[config.mk]
export PLATFORM = sky130hd
export DESIGN_NAME = idu_is_pipe2_sched_flat
export DESIGN_NICKNAME = d
export VERILOG_FILES = /design/src/rtl/idu_is_pipe2_sched_if.sv /design/src/rtl/idu_is_pipe2_sched.sv /design/src/flat_wrapper.sv
export SDC_FILE = /design/constraint.sdc
export NUM_CORES = 2
export LEC_CHECK = 0
export CORE_ASPECT_RATIO = 0.9
export CORE_MARGIN = 1
export CORE_UTILIZATION = 55
export CTS_CLUSTER_SIZE = 24
export DETAILED_ROUTE_END_ITERATION = 10
export DONT_BUFFER_PORTS = 1
export HOLD_SLACK_MARGIN = 0.12
export PLACE_DENSITY = 0.7
export SYNTH_ARGS = -nofsm -noshare
export SYNTH_HDL_FRONTEND = slang
export SYNTH_SLANG_ARGS = --single-unit
export TNS_END_PERCENT = 100
[constraint.sdc]
create_clock -name clk -period 3.5 [get_ports clk]
set_input_delay 0.525 -clock clk [delete_from_list [all_inputs] [get_ports clk]]
set_output_delay 0.525 -clock clk [all_outputs]
set_load 0.02 [all_outputs]
[src/rtl/idu_is_pipe2_sched_if.sv]
// Dispatch request and pipe-2 RF issue bus of the pipe-2 issue scheduler.
// The slave modport is the scheduler's view; the master modport is the dispatcher and RF-stage view.
interface idu_is_pipe2_sched_if;
    logic        dis_vld;
    logic        dis_rdy;
    logic [3:0]  dis_iid;
    logic [6:0]  dis_opcode;
    logic [6:0]  dis_funct7;
    logic [2:0]  dis_funct3;
    logic [63:0] dis_pc;
    logic        dis_psrc1_vld;
    logic [5:0]  dis_psrc1;
    logic        dis_psrc1_rdy;
    logic        dis_psrc2_vld;
    logic [5:0]  dis_psrc2;
    logic        dis_psrc2_rdy;
    logic        dis_pdst_vld;
    logic [5:0]  dis_pdst;
    logic        dis_imm_vld;
    logic [63:0] dis_imm;

    logic        idu_idu_rf_pipe2_vld;
    logic [3:0]  idu_idu_rf_pipe2_iid;
    logic [6:0]  idu_idu_rf_pipe2_opcode;
    logic [6:0]  idu_idu_rf_pipe2_funct7;
    logic [2:0]  idu_idu_rf_pipe2_funct3;
    logic [63:0] idu_idu_rf_pipe2_pc;
    logic        idu_idu_rf_pipe2_psrc1_vld;
    logic [5:0]  idu_idu_rf_pipe2_psrc1;
    logic        idu_idu_rf_pipe2_psrc2_vld;
    logic [5:0]  idu_idu_rf_pipe2_psrc2;
    logic        idu_idu_rf_pipe2_pdst_vld;
    logic [5:0]  idu_idu_rf_pipe2_pdst;
    logic        idu_idu_rf_pipe2_imm_vld;
    logic [63:0] idu_idu_rf_pipe2_imm;

    modport master (
        output dis_vld, dis_iid, dis_opcode, dis_funct7, dis_funct3, dis_pc,
               dis_psrc1_vld, dis_psrc1, dis_psrc1_rdy,
               dis_psrc2_vld, dis_psrc2, dis_psrc2_rdy,
               dis_pdst_vld, dis_pdst, dis_imm_vld, dis_imm,
        input  dis_rdy,
               idu_idu_rf_pipe2_vld, idu_idu_rf_pipe2_iid, idu_idu_rf_pipe2_opcode,
               idu_idu_rf_pipe2_funct7, idu_idu_rf_pipe2_funct3, idu_idu_rf_pipe2_pc,
               idu_idu_rf_pipe2_psrc1_vld, idu_idu_rf_pipe2_psrc1,
               idu_idu_rf_pipe2_psrc2_vld, idu_idu_rf_pipe2_psrc2,
               idu_idu_rf_pipe2_pdst_vld, idu_idu_rf_pipe2_pdst,
               idu_idu_rf_pipe2_imm_vld, idu_idu_rf_pipe2_imm
    );

    modport slave (
        input  dis_vld, dis_iid, dis_opcode, dis_funct7, dis_funct3, dis_pc,
               dis_psrc1_vld, dis_psrc1, dis_psrc1_rdy,
               dis_psrc2_vld, dis_psrc2, dis_psrc2_rdy,
               dis_pdst_vld, dis_pdst, dis_imm_vld, dis_imm,
        output dis_rdy,
               idu_idu_rf_pipe2_vld, idu_idu_rf_pipe2_iid, idu_idu_rf_pipe2_opcode,
               idu_idu_rf_pipe2_funct7, idu_idu_rf_pipe2_funct3, idu_idu_rf_pipe2_pc,
               idu_idu_rf_pipe2_psrc1_vld, idu_idu_rf_pipe2_psrc1,
               idu_idu_rf_pipe2_psrc2_vld, idu_idu_rf_pipe2_psrc2,
               idu_idu_rf_pipe2_pdst_vld, idu_idu_rf_pipe2_pdst,
               idu_idu_rf_pipe2_imm_vld, idu_idu_rf_pipe2_imm
    );
endinterface

[src/rtl/idu_is_pipe2_sched.sv]
// Pipe-2 out-of-order issue queue: wakeup from EX preg broadcasts, oldest-ready select via age matrix.
// Optional same-cycle empty-queue bypass issue is enabled by defining IDU_IS_PIPE2_BYPASS_EN.
module idu_is_pipe2_sched #(
    parameter int DEPTH = 8
) (
    input  logic       clk,
    input  logic       rst_clk,
    input  logic       rtu_global_flush,
    idu_is_pipe2_sched_if.slave sched,
    input  logic       exu_idu_is_alu_ex_vld,
    input  logic [5:0] exu_idu_is_alu_ex_preg,
    input  logic       exu_idu_is_mxu_ex_vld,
    input  logic [5:0] exu_idu_is_mxu_ex_preg,
    input  logic       exu_idu_is_div_ex_vld,
    input  logic [5:0] exu_idu_is_div_ex_preg,
    input  logic       exu_idu_is_lsu_ex_vld,
    input  logic [5:0] exu_idu_is_lsu_ex_preg,
    input  logic       exu_idu_is_pipe2_stall
);
    localparam int IW = $clog2(DEPTH);

    logic [DEPTH-1:0] valid_q, s1r_q, s2r_q, s1v_q, s2v_q, pdv_q, immv_q;
    logic [DEPTH-1:0] age_q [DEPTH];
    logic [3:0]       iid_q [DEPTH];
    logic [6:0]       opc_q [DEPTH];
    logic [6:0]       f7_q  [DEPTH];
    logic [2:0]       f3_q  [DEPTH];
    logic [63:0]      pc_q  [DEPTH];
    logic [5:0]       s1_q  [DEPTH];
    logic [5:0]       s2_q  [DEPTH];
    logic [5:0]       pd_q  [DEPTH];
    logic [63:0]      imm_q [DEPTH];

    logic [DEPTH-1:0] ready, sel_oh, issue_oh;
    logic [IW-1:0]    sel_idx, free_idx;
    logic             free_found, full, empty, issue_go, alloc, cap1, cap2, bypass_go;

    function automatic logic bc_hit(input logic [5:0] p);
        return (exu_idu_is_alu_ex_vld && exu_idu_is_alu_ex_preg == p) ||
               (exu_idu_is_mxu_ex_vld && exu_idu_is_mxu_ex_preg == p) ||
               (exu_idu_is_div_ex_vld && exu_idu_is_div_ex_preg == p) ||
               (exu_idu_is_lsu_ex_vld && exu_idu_is_lsu_ex_preg == p);
    endfunction

    always_comb begin
        ready      = valid_q & s1r_q & s2r_q;
        sel_oh     = '0;
        sel_idx    = '0;
        free_idx   = '0;
        free_found = 1'b0;
        for (int unsigned i = 0; i < DEPTH; i++) begin
            // An entry wins only if no entry it considers older is also ready.
            sel_oh[i] = ready[i] && !(|(age_q[i] & ready));
            if (sel_oh[i]) sel_idx = i[IW-1:0];
            if (!valid_q[i] && !free_found) begin
                free_idx   = i[IW-1:0];
                free_found = 1'b1;
            end
        end
        full     = &valid_q;
        empty    = ~|valid_q;
        issue_go = (|ready) && !exu_idu_is_pipe2_stall && !rtu_global_flush;
        issue_oh = issue_go ? sel_oh : '0;
        cap1     = !sched.dis_psrc1_vld || sched.dis_psrc1_rdy || bc_hit(sched.dis_psrc1);
        cap2     = !sched.dis_psrc2_vld || sched.dis_psrc2_rdy || bc_hit(sched.dis_psrc2);
`ifdef IDU_IS_PIPE2_BYPASS_EN
        bypass_go = empty && sched.dis_vld && cap1 && cap2 &&
                    !exu_idu_is_pipe2_stall && !rtu_global_flush;
`else
        bypass_go = 1'b0;
`endif
        alloc = sched.dis_vld && !full && !rtu_global_flush && !bypass_go;
    end

    assign sched.dis_rdy = !full;

    always_ff @(posedge clk or negedge rst_clk) begin
        if (!rst_clk) begin
            valid_q <= '0;
            s1r_q   <= '0;
            s2r_q   <= '0;
            s1v_q   <= '0;
            s2v_q   <= '0;
            pdv_q   <= '0;
            immv_q  <= '0;
            for (int unsigned i = 0; i < DEPTH; i++) begin
                age_q[i] <= '0;
                iid_q[i] <= '0;
                opc_q[i] <= '0;
                f7_q[i]  <= '0;
                f3_q[i]  <= '0;
                pc_q[i]  <= '0;
                s1_q[i]  <= '0;
                s2_q[i]  <= '0;
                pd_q[i]  <= '0;
                imm_q[i] <= '0;
            end
        end else begin
            for (int unsigned i = 0; i < DEPTH; i++) begin
                if (s1v_q[i] && bc_hit(s1_q[i])) s1r_q[i] <= 1'b1;
                if (s2v_q[i] && bc_hit(s2_q[i])) s2r_q[i] <= 1'b1;
                age_q[i] <= age_q[i] & ~issue_oh;
            end
            if (rtu_global_flush) begin
                valid_q <= '0;
            end else begin
                valid_q <= valid_q & ~issue_oh;
                // Written last so the new entry's fields and age row override the updates above.
                if (alloc) begin
                    valid_q[free_idx] <= 1'b1;
                    age_q[free_idx]   <= valid_q & ~issue_oh;
                    s1r_q[free_idx]   <= cap1;
                    s2r_q[free_idx]   <= cap2;
                    s1v_q[free_idx]   <= sched.dis_psrc1_vld;
                    s2v_q[free_idx]   <= sched.dis_psrc2_vld;
                    pdv_q[free_idx]   <= sched.dis_pdst_vld;
                    immv_q[free_idx]  <= sched.dis_imm_vld;
                    iid_q[free_idx]   <= sched.dis_iid;
                    opc_q[free_idx]   <= sched.dis_opcode;
                    f7_q[free_idx]    <= sched.dis_funct7;
                    f3_q[free_idx]    <= sched.dis_funct3;
                    pc_q[free_idx]    <= sched.dis_pc;
                    s1_q[free_idx]    <= sched.dis_psrc1;
                    s2_q[free_idx]    <= sched.dis_psrc2;
                    pd_q[free_idx]    <= sched.dis_pdst;
                    imm_q[free_idx]   <= sched.dis_imm;
                end
            end
        end
    end

    always_comb begin
        sched.idu_idu_rf_pipe2_vld       = 1'b0;
        sched.idu_idu_rf_pipe2_iid       = '0;
        sched.idu_idu_rf_pipe2_opcode    = '0;
        sched.idu_idu_rf_pipe2_funct7    = '0;
        sched.idu_idu_rf_pipe2_funct3    = '0;
        sched.idu_idu_rf_pipe2_pc        = '0;
        sched.idu_idu_rf_pipe2_psrc1_vld = 1'b0;
        sched.idu_idu_rf_pipe2_psrc1     = '0;
        sched.idu_idu_rf_pipe2_psrc2_vld = 1'b0;
        sched.idu_idu_rf_pipe2_psrc2     = '0;
        sched.idu_idu_rf_pipe2_pdst_vld  = 1'b0;
        sched.idu_idu_rf_pipe2_pdst      = '0;
        sched.idu_idu_rf_pipe2_imm_vld   = 1'b0;
        sched.idu_idu_rf_pipe2_imm       = '0;
        if (issue_go) begin
            sched.idu_idu_rf_pipe2_vld       = 1'b1;
            sched.idu_idu_rf_pipe2_iid       = iid_q[sel_idx];
            sched.idu_idu_rf_pipe2_opcode    = opc_q[sel_idx];
            sched.idu_idu_rf_pipe2_funct7    = f7_q[sel_idx];
            sched.idu_idu_rf_pipe2_funct3    = f3_q[sel_idx];
            sched.idu_idu_rf_pipe2_pc        = pc_q[sel_idx];
            sched.idu_idu_rf_pipe2_psrc1_vld = s1v_q[sel_idx];
            sched.idu_idu_rf_pipe2_psrc1     = s1_q[sel_idx];
            sched.idu_idu_rf_pipe2_psrc2_vld = s2v_q[sel_idx];
            sched.idu_idu_rf_pipe2_psrc2     = s2_q[sel_idx];
            sched.idu_idu_rf_pipe2_pdst_vld  = pdv_q[sel_idx];
            sched.idu_idu_rf_pipe2_pdst      = pd_q[sel_idx];
            sched.idu_idu_rf_pipe2_imm_vld   = immv_q[sel_idx];
            sched.idu_idu_rf_pipe2_imm       = imm_q[sel_idx];
        end else if (bypass_go) begin
            sched.idu_idu_rf_pipe2_vld       = 1'b1;
            sched.idu_idu_rf_pipe2_iid       = sched.dis_iid;
            sched.idu_idu_rf_pipe2_opcode    = sched.dis_opcode;
            sched.idu_idu_rf_pipe2_funct7    = sched.dis_funct7;
            sched.idu_idu_rf_pipe2_funct3    = sched.dis_funct3;
            sched.idu_idu_rf_pipe2_pc        = sched.dis_pc;
            sched.idu_idu_rf_pipe2_psrc1_vld = sched.dis_psrc1_vld;
            sched.idu_idu_rf_pipe2_psrc1     = sched.dis_psrc1;
            sched.idu_idu_rf_pipe2_psrc2_vld = sched.dis_psrc2_vld;
            sched.idu_idu_rf_pipe2_psrc2     = sched.dis_psrc2;
            sched.idu_idu_rf_pipe2_pdst_vld  = sched.dis_pdst_vld;
            sched.idu_idu_rf_pipe2_pdst      = sched.dis_pdst;
            sched.idu_idu_rf_pipe2_imm_vld   = sched.dis_imm_vld;
            sched.idu_idu_rf_pipe2_imm       = sched.dis_imm;
        end
    end
endmodule
[src/flat_wrapper.sv]
// flat-port wrapper written by rule: the top's interface ports become plain ports
module idu_is_pipe2_sched_flat 
#(
    parameter int DEPTH = 8
)
  (clk, rst_clk, rtu_global_flush, exu_idu_is_alu_ex_vld, exu_idu_is_alu_ex_preg, exu_idu_is_mxu_ex_vld, exu_idu_is_mxu_ex_preg, exu_idu_is_div_ex_vld, exu_idu_is_div_ex_preg, exu_idu_is_lsu_ex_vld, exu_idu_is_lsu_ex_preg, exu_idu_is_pipe2_stall, sched_dis_vld, sched_dis_iid, sched_dis_opcode, sched_dis_funct7, sched_dis_funct3, sched_dis_pc, sched_dis_psrc1_vld, sched_dis_psrc1, sched_dis_psrc1_rdy, sched_dis_psrc2_vld, sched_dis_psrc2, sched_dis_psrc2_rdy, sched_dis_pdst_vld, sched_dis_pdst, sched_dis_imm_vld, sched_dis_imm, sched_dis_rdy, sched_idu_idu_rf_pipe2_vld, sched_idu_idu_rf_pipe2_iid, sched_idu_idu_rf_pipe2_opcode, sched_idu_idu_rf_pipe2_funct7, sched_idu_idu_rf_pipe2_funct3, sched_idu_idu_rf_pipe2_pc, sched_idu_idu_rf_pipe2_psrc1_vld, sched_idu_idu_rf_pipe2_psrc1, sched_idu_idu_rf_pipe2_psrc2_vld, sched_idu_idu_rf_pipe2_psrc2, sched_idu_idu_rf_pipe2_pdst_vld, sched_idu_idu_rf_pipe2_pdst, sched_idu_idu_rf_pipe2_imm_vld, sched_idu_idu_rf_pipe2_imm);
  idu_is_pipe2_sched_if sched_i ();
  input  logic clk;
  input  logic rst_clk;
  input  logic rtu_global_flush;
  input  logic exu_idu_is_alu_ex_vld;
  input  logic [5:0] exu_idu_is_alu_ex_preg;
  input  logic exu_idu_is_mxu_ex_vld;
  input  logic [5:0] exu_idu_is_mxu_ex_preg;
  input  logic exu_idu_is_div_ex_vld;
  input  logic [5:0] exu_idu_is_div_ex_preg;
  input  logic exu_idu_is_lsu_ex_vld;
  input  logic [5:0] exu_idu_is_lsu_ex_preg;
  input  logic exu_idu_is_pipe2_stall;
  input wire logic [$bits(sched_i.dis_vld)-1:0] sched_dis_vld;
  input wire logic [$bits(sched_i.dis_iid)-1:0] sched_dis_iid;
  input wire logic [$bits(sched_i.dis_opcode)-1:0] sched_dis_opcode;
  input wire logic [$bits(sched_i.dis_funct7)-1:0] sched_dis_funct7;
  input wire logic [$bits(sched_i.dis_funct3)-1:0] sched_dis_funct3;
  input wire logic [$bits(sched_i.dis_pc)-1:0] sched_dis_pc;
  input wire logic [$bits(sched_i.dis_psrc1_vld)-1:0] sched_dis_psrc1_vld;
  input wire logic [$bits(sched_i.dis_psrc1)-1:0] sched_dis_psrc1;
  input wire logic [$bits(sched_i.dis_psrc1_rdy)-1:0] sched_dis_psrc1_rdy;
  input wire logic [$bits(sched_i.dis_psrc2_vld)-1:0] sched_dis_psrc2_vld;
  input wire logic [$bits(sched_i.dis_psrc2)-1:0] sched_dis_psrc2;
  input wire logic [$bits(sched_i.dis_psrc2_rdy)-1:0] sched_dis_psrc2_rdy;
  input wire logic [$bits(sched_i.dis_pdst_vld)-1:0] sched_dis_pdst_vld;
  input wire logic [$bits(sched_i.dis_pdst)-1:0] sched_dis_pdst;
  input wire logic [$bits(sched_i.dis_imm_vld)-1:0] sched_dis_imm_vld;
  input wire logic [$bits(sched_i.dis_imm)-1:0] sched_dis_imm;
  output wire logic [$bits(sched_i.dis_rdy)-1:0] sched_dis_rdy;
  output wire logic [$bits(sched_i.idu_idu_rf_pipe2_vld)-1:0] sched_idu_idu_rf_pipe2_vld;
  output wire logic [$bits(sched_i.idu_idu_rf_pipe2_iid)-1:0] sched_idu_idu_rf_pipe2_iid;
  output wire logic [$bits(sched_i.idu_idu_rf_pipe2_opcode)-1:0] sched_idu_idu_rf_pipe2_opcode;
  output wire logic [$bits(sched_i.idu_idu_rf_pipe2_funct7)-1:0] sched_idu_idu_rf_pipe2_funct7;
  output wire logic [$bits(sched_i.idu_idu_rf_pipe2_funct3)-1:0] sched_idu_idu_rf_pipe2_funct3;
  output wire logic [$bits(sched_i.idu_idu_rf_pipe2_pc)-1:0] sched_idu_idu_rf_pipe2_pc;
  output wire logic [$bits(sched_i.idu_idu_rf_pipe2_psrc1_vld)-1:0] sched_idu_idu_rf_pipe2_psrc1_vld;
  output wire logic [$bits(sched_i.idu_idu_rf_pipe2_psrc1)-1:0] sched_idu_idu_rf_pipe2_psrc1;
  output wire logic [$bits(sched_i.idu_idu_rf_pipe2_psrc2_vld)-1:0] sched_idu_idu_rf_pipe2_psrc2_vld;
  output wire logic [$bits(sched_i.idu_idu_rf_pipe2_psrc2)-1:0] sched_idu_idu_rf_pipe2_psrc2;
  output wire logic [$bits(sched_i.idu_idu_rf_pipe2_pdst_vld)-1:0] sched_idu_idu_rf_pipe2_pdst_vld;
  output wire logic [$bits(sched_i.idu_idu_rf_pipe2_pdst)-1:0] sched_idu_idu_rf_pipe2_pdst;
  output wire logic [$bits(sched_i.idu_idu_rf_pipe2_imm_vld)-1:0] sched_idu_idu_rf_pipe2_imm_vld;
  output wire logic [$bits(sched_i.idu_idu_rf_pipe2_imm)-1:0] sched_idu_idu_rf_pipe2_imm;
  assign sched_i.dis_vld = sched_dis_vld;
  assign sched_i.dis_iid = sched_dis_iid;
  assign sched_i.dis_opcode = sched_dis_opcode;
  assign sched_i.dis_funct7 = sched_dis_funct7;
  assign sched_i.dis_funct3 = sched_dis_funct3;
  assign sched_i.dis_pc = sched_dis_pc;
  assign sched_i.dis_psrc1_vld = sched_dis_psrc1_vld;
  assign sched_i.dis_psrc1 = sched_dis_psrc1;
  assign sched_i.dis_psrc1_rdy = sched_dis_psrc1_rdy;
  assign sched_i.dis_psrc2_vld = sched_dis_psrc2_vld;
  assign sched_i.dis_psrc2 = sched_dis_psrc2;
  assign sched_i.dis_psrc2_rdy = sched_dis_psrc2_rdy;
  assign sched_i.dis_pdst_vld = sched_dis_pdst_vld;
  assign sched_i.dis_pdst = sched_dis_pdst;
  assign sched_i.dis_imm_vld = sched_dis_imm_vld;
  assign sched_i.dis_imm = sched_dis_imm;
  assign sched_dis_rdy = sched_i.dis_rdy;
  assign sched_idu_idu_rf_pipe2_vld = sched_i.idu_idu_rf_pipe2_vld;
  assign sched_idu_idu_rf_pipe2_iid = sched_i.idu_idu_rf_pipe2_iid;
  assign sched_idu_idu_rf_pipe2_opcode = sched_i.idu_idu_rf_pipe2_opcode;
  assign sched_idu_idu_rf_pipe2_funct7 = sched_i.idu_idu_rf_pipe2_funct7;
  assign sched_idu_idu_rf_pipe2_funct3 = sched_i.idu_idu_rf_pipe2_funct3;
  assign sched_idu_idu_rf_pipe2_pc = sched_i.idu_idu_rf_pipe2_pc;
  assign sched_idu_idu_rf_pipe2_psrc1_vld = sched_i.idu_idu_rf_pipe2_psrc1_vld;
  assign sched_idu_idu_rf_pipe2_psrc1 = sched_i.idu_idu_rf_pipe2_psrc1;
  assign sched_idu_idu_rf_pipe2_psrc2_vld = sched_i.idu_idu_rf_pipe2_psrc2_vld;
  assign sched_idu_idu_rf_pipe2_psrc2 = sched_i.idu_idu_rf_pipe2_psrc2;
  assign sched_idu_idu_rf_pipe2_pdst_vld = sched_i.idu_idu_rf_pipe2_pdst_vld;
  assign sched_idu_idu_rf_pipe2_pdst = sched_i.idu_idu_rf_pipe2_pdst;
  assign sched_idu_idu_rf_pipe2_imm_vld = sched_i.idu_idu_rf_pipe2_imm_vld;
  assign sched_idu_idu_rf_pipe2_imm = sched_i.idu_idu_rf_pipe2_imm;
  idu_is_pipe2_sched #(.DEPTH(DEPTH)) u_core (.clk(clk), .rst_clk(rst_clk), .rtu_global_flush(rtu_global_flush), .sched(sched_i), .exu_idu_is_alu_ex_vld(exu_idu_is_alu_ex_vld), .exu_idu_is_alu_ex_preg(exu_idu_is_alu_ex_preg), .exu_idu_is_mxu_ex_vld(exu_idu_is_mxu_ex_vld), .exu_idu_is_mxu_ex_preg(exu_idu_is_mxu_ex_preg), .exu_idu_is_div_ex_vld(exu_idu_is_div_ex_vld), .exu_idu_is_div_ex_preg(exu_idu_is_div_ex_preg), .exu_idu_is_lsu_ex_vld(exu_idu_is_lsu_ex_vld), .exu_idu_is_lsu_ex_preg(exu_idu_is_lsu_ex_preg), .exu_idu_is_pipe2_stall(exu_idu_is_pipe2_stall));
endmodule
==> metrics.yaml <==
run_status:
  status: "finished, violations left"
  violations: "hold timing, setup timing"
place:
  dpl_cell_area_sq_um: 84400
  placed_cells: 11600
  io_buffers: 0
  gp_congestion: 0.924
  dp_hpwl_microns: 167000
  dpl_worst_slack_ns: -1.03
sta:
  rsz0062_at_grt: "yes"
  setup_ws_ns: -0.933
  drv_slew: 0
  fin_crit_ns: 4.43
  final-setup-viol-count: 289
  max_slew_margin_pct: 5.27
  hold_ws_ns: -0.585
  tightest_slew_ns: 1.42
  final-hold-violation-count: 129
  timing.fmax_mhz: 226
  post-route-period-util_pct: 127
  fin_worst_skew_ns: 0.0357
clocking:
  cts_max_level: 4
  ctsHoldBuffers: 172
  cts_tree: "yes"
  cts.clk_slew.worst_paths_ns: 0.07
  cts.path.max_buffers: 3
  clock_sinks: 1456
  cts_root_buf: "clkbuf_16"
  clock_latency_ns: 0.82
  cts_buffers: 158
detailed_routing:
  post-route-drc-count: 0
  dr.first_iter.drc_count: 12300
  drtPass1Iterations: 8
  dr_total_vias: 79200
  routedWlPerCell_microns: 25.6
  viasPerCell: 6.46
  ant_nets: 0
  routed_wl_microns: 313000
logic_synthesis:
  synth_edf_count: 0
  synth_simple_gate_area_share_pct: 26.4
  synthAdderAreaFrac_pct: 0
  synth-async-reset-ratio_pct: 100
  yosysSeqAreaShare_pct: 46.0
  yosysWarnings: 0
  synth_nets: 10400
  synth_cell_types: 56
  yosys-mux-area-fraction_pct: 0
  synthCells: 10200
  synth_top_family_by_area: "simple AND/OR/NAND/NOR gates"
  yosys.area_share.xor_xnor_pct: 4.78
  ys_seq_elements: 1456
  synth_area_per_cell_sq_um: 7.76
  synth_flop_cell: "dfrtp_1"
  synth-compound-area-share_pct: 16.3
  synthesis.area_sq_um: 79200
die:
  io_pins: 379
  start_util_pct: 55.7
  die_height_microns: 362
  die_x_microns: 402
  die-area_sq_um: 146000
  core_sq_um: 142000
  row_count: 131
finish:
  finalNonFillerCells: 12300
  area_growth_pct: 21.1
  nets: 10400
  drive_gt1_share_pct: 13.8
  finalInstanceArea_sq_um: 96000
  nFillCells: 11300
pwr:
  ir_drop_uv: 546
  power.total_mw: 45.1
  total_leakage_power_nw: 48.2
  pwr_density_cell_nw_per_um2: 470
worst_hold_path:
  min_path_type: "input port to async pin"
critical_path:
  crit_required_ns: 2.97
  worstPathArrival_ns: 3.91
  critPathLaunchType: "flop"
  path_max_fanout: 9
  crit_type: "flop to output pin"
  critPathCaptureType: "output pin"
global_routing:
  grt_pass1_wl_microns: 458000
  grt_pass1_vias: 75200
  grt_usage_pct: 40.5
  grt_overflow: 0
  grt_max_degree: 272
  antenna_found_initial: 32
run:
  drv_cap: 0
==> synthesized netlist by cell type, drive strengths merged (6+ instances only) <==
master / instances / area (sq um)
nand2: 4541 / 17100
dfrtp: 1456 / 36400
clkbuf: 759 / 2850
a21oi: 736 / 3700
a211oi: 517 / 3930
buf: 378 / 2310
o21ai: 359 / 1800
and3: 350 / 2190
xnor2: 228 / 2000
xor2: 204 / 1790
a32oi: 171 / 1500
o22a: 171 / 1500
nand4: 100 / 632
nor4: 52 / 332
nor2: 40 / 150
or4: 16 / 120
o21a: 14 / 105
or3: 12 / 75.1
inv: 10 / 37.5
nand3: 10 / 50.1
o41ai: 9 / 78.8
and2: 8 / 50.1
o2111ai: 8 / 70.1
nand2b: 7 / 43.8
a21boi: 6 / 45.0
a22oi: 6 / 45.0
==> kinds of logic (layout without fill, tap and decap cells) <==
family / after synthesis / in the layout
buffers and inverters: 1148 / 1307
DFF: 1456 / 1456
AOI/OAI and AO/OA: 2010 / 2012
xor gates and xnor gates: 432 / 432
and+or+nand+nor: 5159 / 5159
other: 0 / 30
==> final timing paths <==
path                       cells after the start               from                             end  slack (ns)
min in group clk                               5   rtu_global_flush                u_core.immv_q[0]        0.28
max in group asynchronous                      5            rst_clk                 u_core.pc_q[66]       -0.15
setup / recovery                              13    u_core.s2r_q[5]  sched_idu_idu_rf_pipe2_imm[34]       -0.93
setup reg to reg                              11  u_core.valid_q[1]                  u_core.pc_q[6]        0.46
hold / removal                                 0            rst_clk                 u_core.s1_q[38]       -0.59
hold reg to reg                                2     u_core.f3_q[4]                  u_core.f3_q[4]        0.47
==> stage by stage <==
step / setup TNS, ns / utilization, %
final: -152.82 / 67.4
after floorplan: 0 / -
after CTS: -172.70 / 65.3
after global placement: -319.37 / 59.3
after global routing: -263.48 / 67.4
after detailed placement: -345.22 / 59.3
==> final cells by class <==
class	instances	area (sq um)	share of cell area, %
Timing Repair Buffer	1005	12300	12.8
Inverter	11	41.3	0.0430
Clock inverter	55	647	0.674
Sequential cell	1456	36400	38.0
Multi-Input combinational cell	7603	39400	41.1
Antenna cell	30	75.1	0.0782
Clock buffer	236	4730	4.93
Tap cell	1862	2330	2.43
==> power breakdown <==
group          internal, mW  switching (mW)  total (mW)
Sequential             18.9            1.54        20.4
Clock                  10.1            7.42        17.5
Combinational          2.98            4.10        7.08
==> sequential cells by signal, summed over array words and instances (netlist names), 24 cells and up <==
| signal | flops |
|---|---|
| u_core.s1_q | 48 |
| u_core.f7_q | 56 |
| u_core.age_q | 64 |
| u_core.pd_q | 48 |
| u_core.pc_q | 512 |
| u_core.imm_q | 512 |
| u_core.iid_q | 32 |
| u_core.opc_q | 56 |
| u_core.s2_q | 48 |
| u_core.f3_q | 24 |
==> worst max-delay path, cell delays in order, from the launching register on <==
cell	delay, ns
dfrtp_1	0.41
buf_4	0.13
and4b_1	0.26
o2111ai_4	0.18
or2_4	0.33
a21oi_4	0.31
clkbuf_16	0.23
nand2_8	0.14
buf_4	0.18
buf_4	0.19
a211oi_2	0.34
a211oi_2	0.09
buf_4	0.16
buf_4	0.15
==> routing by layer <==
| layer | vias up | share of wire, % | global-route usage, % |
|---|---|---|---|
| met1 | 38200 | 38 | 55.2 |
| met2 | 6017 | 43 | 60.5 |
| met5 | - | 0.044 | 0 |
| met4 | 20 | 4.7 | 18.2 |
| li1 | 33800 | - | - |
| met3 | 1174 | 14 | 10.7 |
==> timing repair <==
action,CTS,global route
pin swaps,39,110
resized for setup,175,315
hold endpoints to repair,1601,225
setup endpoints to repair,442,341
setup buffers,30,63
gates cloned,13,41
==> cell usage in the layout (no fill, tap or decap), types with 180 or more instances in the layout <==
cell | synthesis | final
a211oi_1 | 507 | 268
a211oi_2 | 10 | 235
a21oi_1 | 734 | 717
and3_1 | 350 | 342
buf_12 | 0 | 180
buf_4 | 167 | 492
clkbuf_16 | 0 | 202
dfrtp_1 | 1456 | 1447
nand2_1 | 4539 | 4531
o21ai_0 | 309 | 278
xnor2_1 | 228 | 228
xor2_1 | 204 | 204
Note: power is estimated with default switching activity, not from simulation.
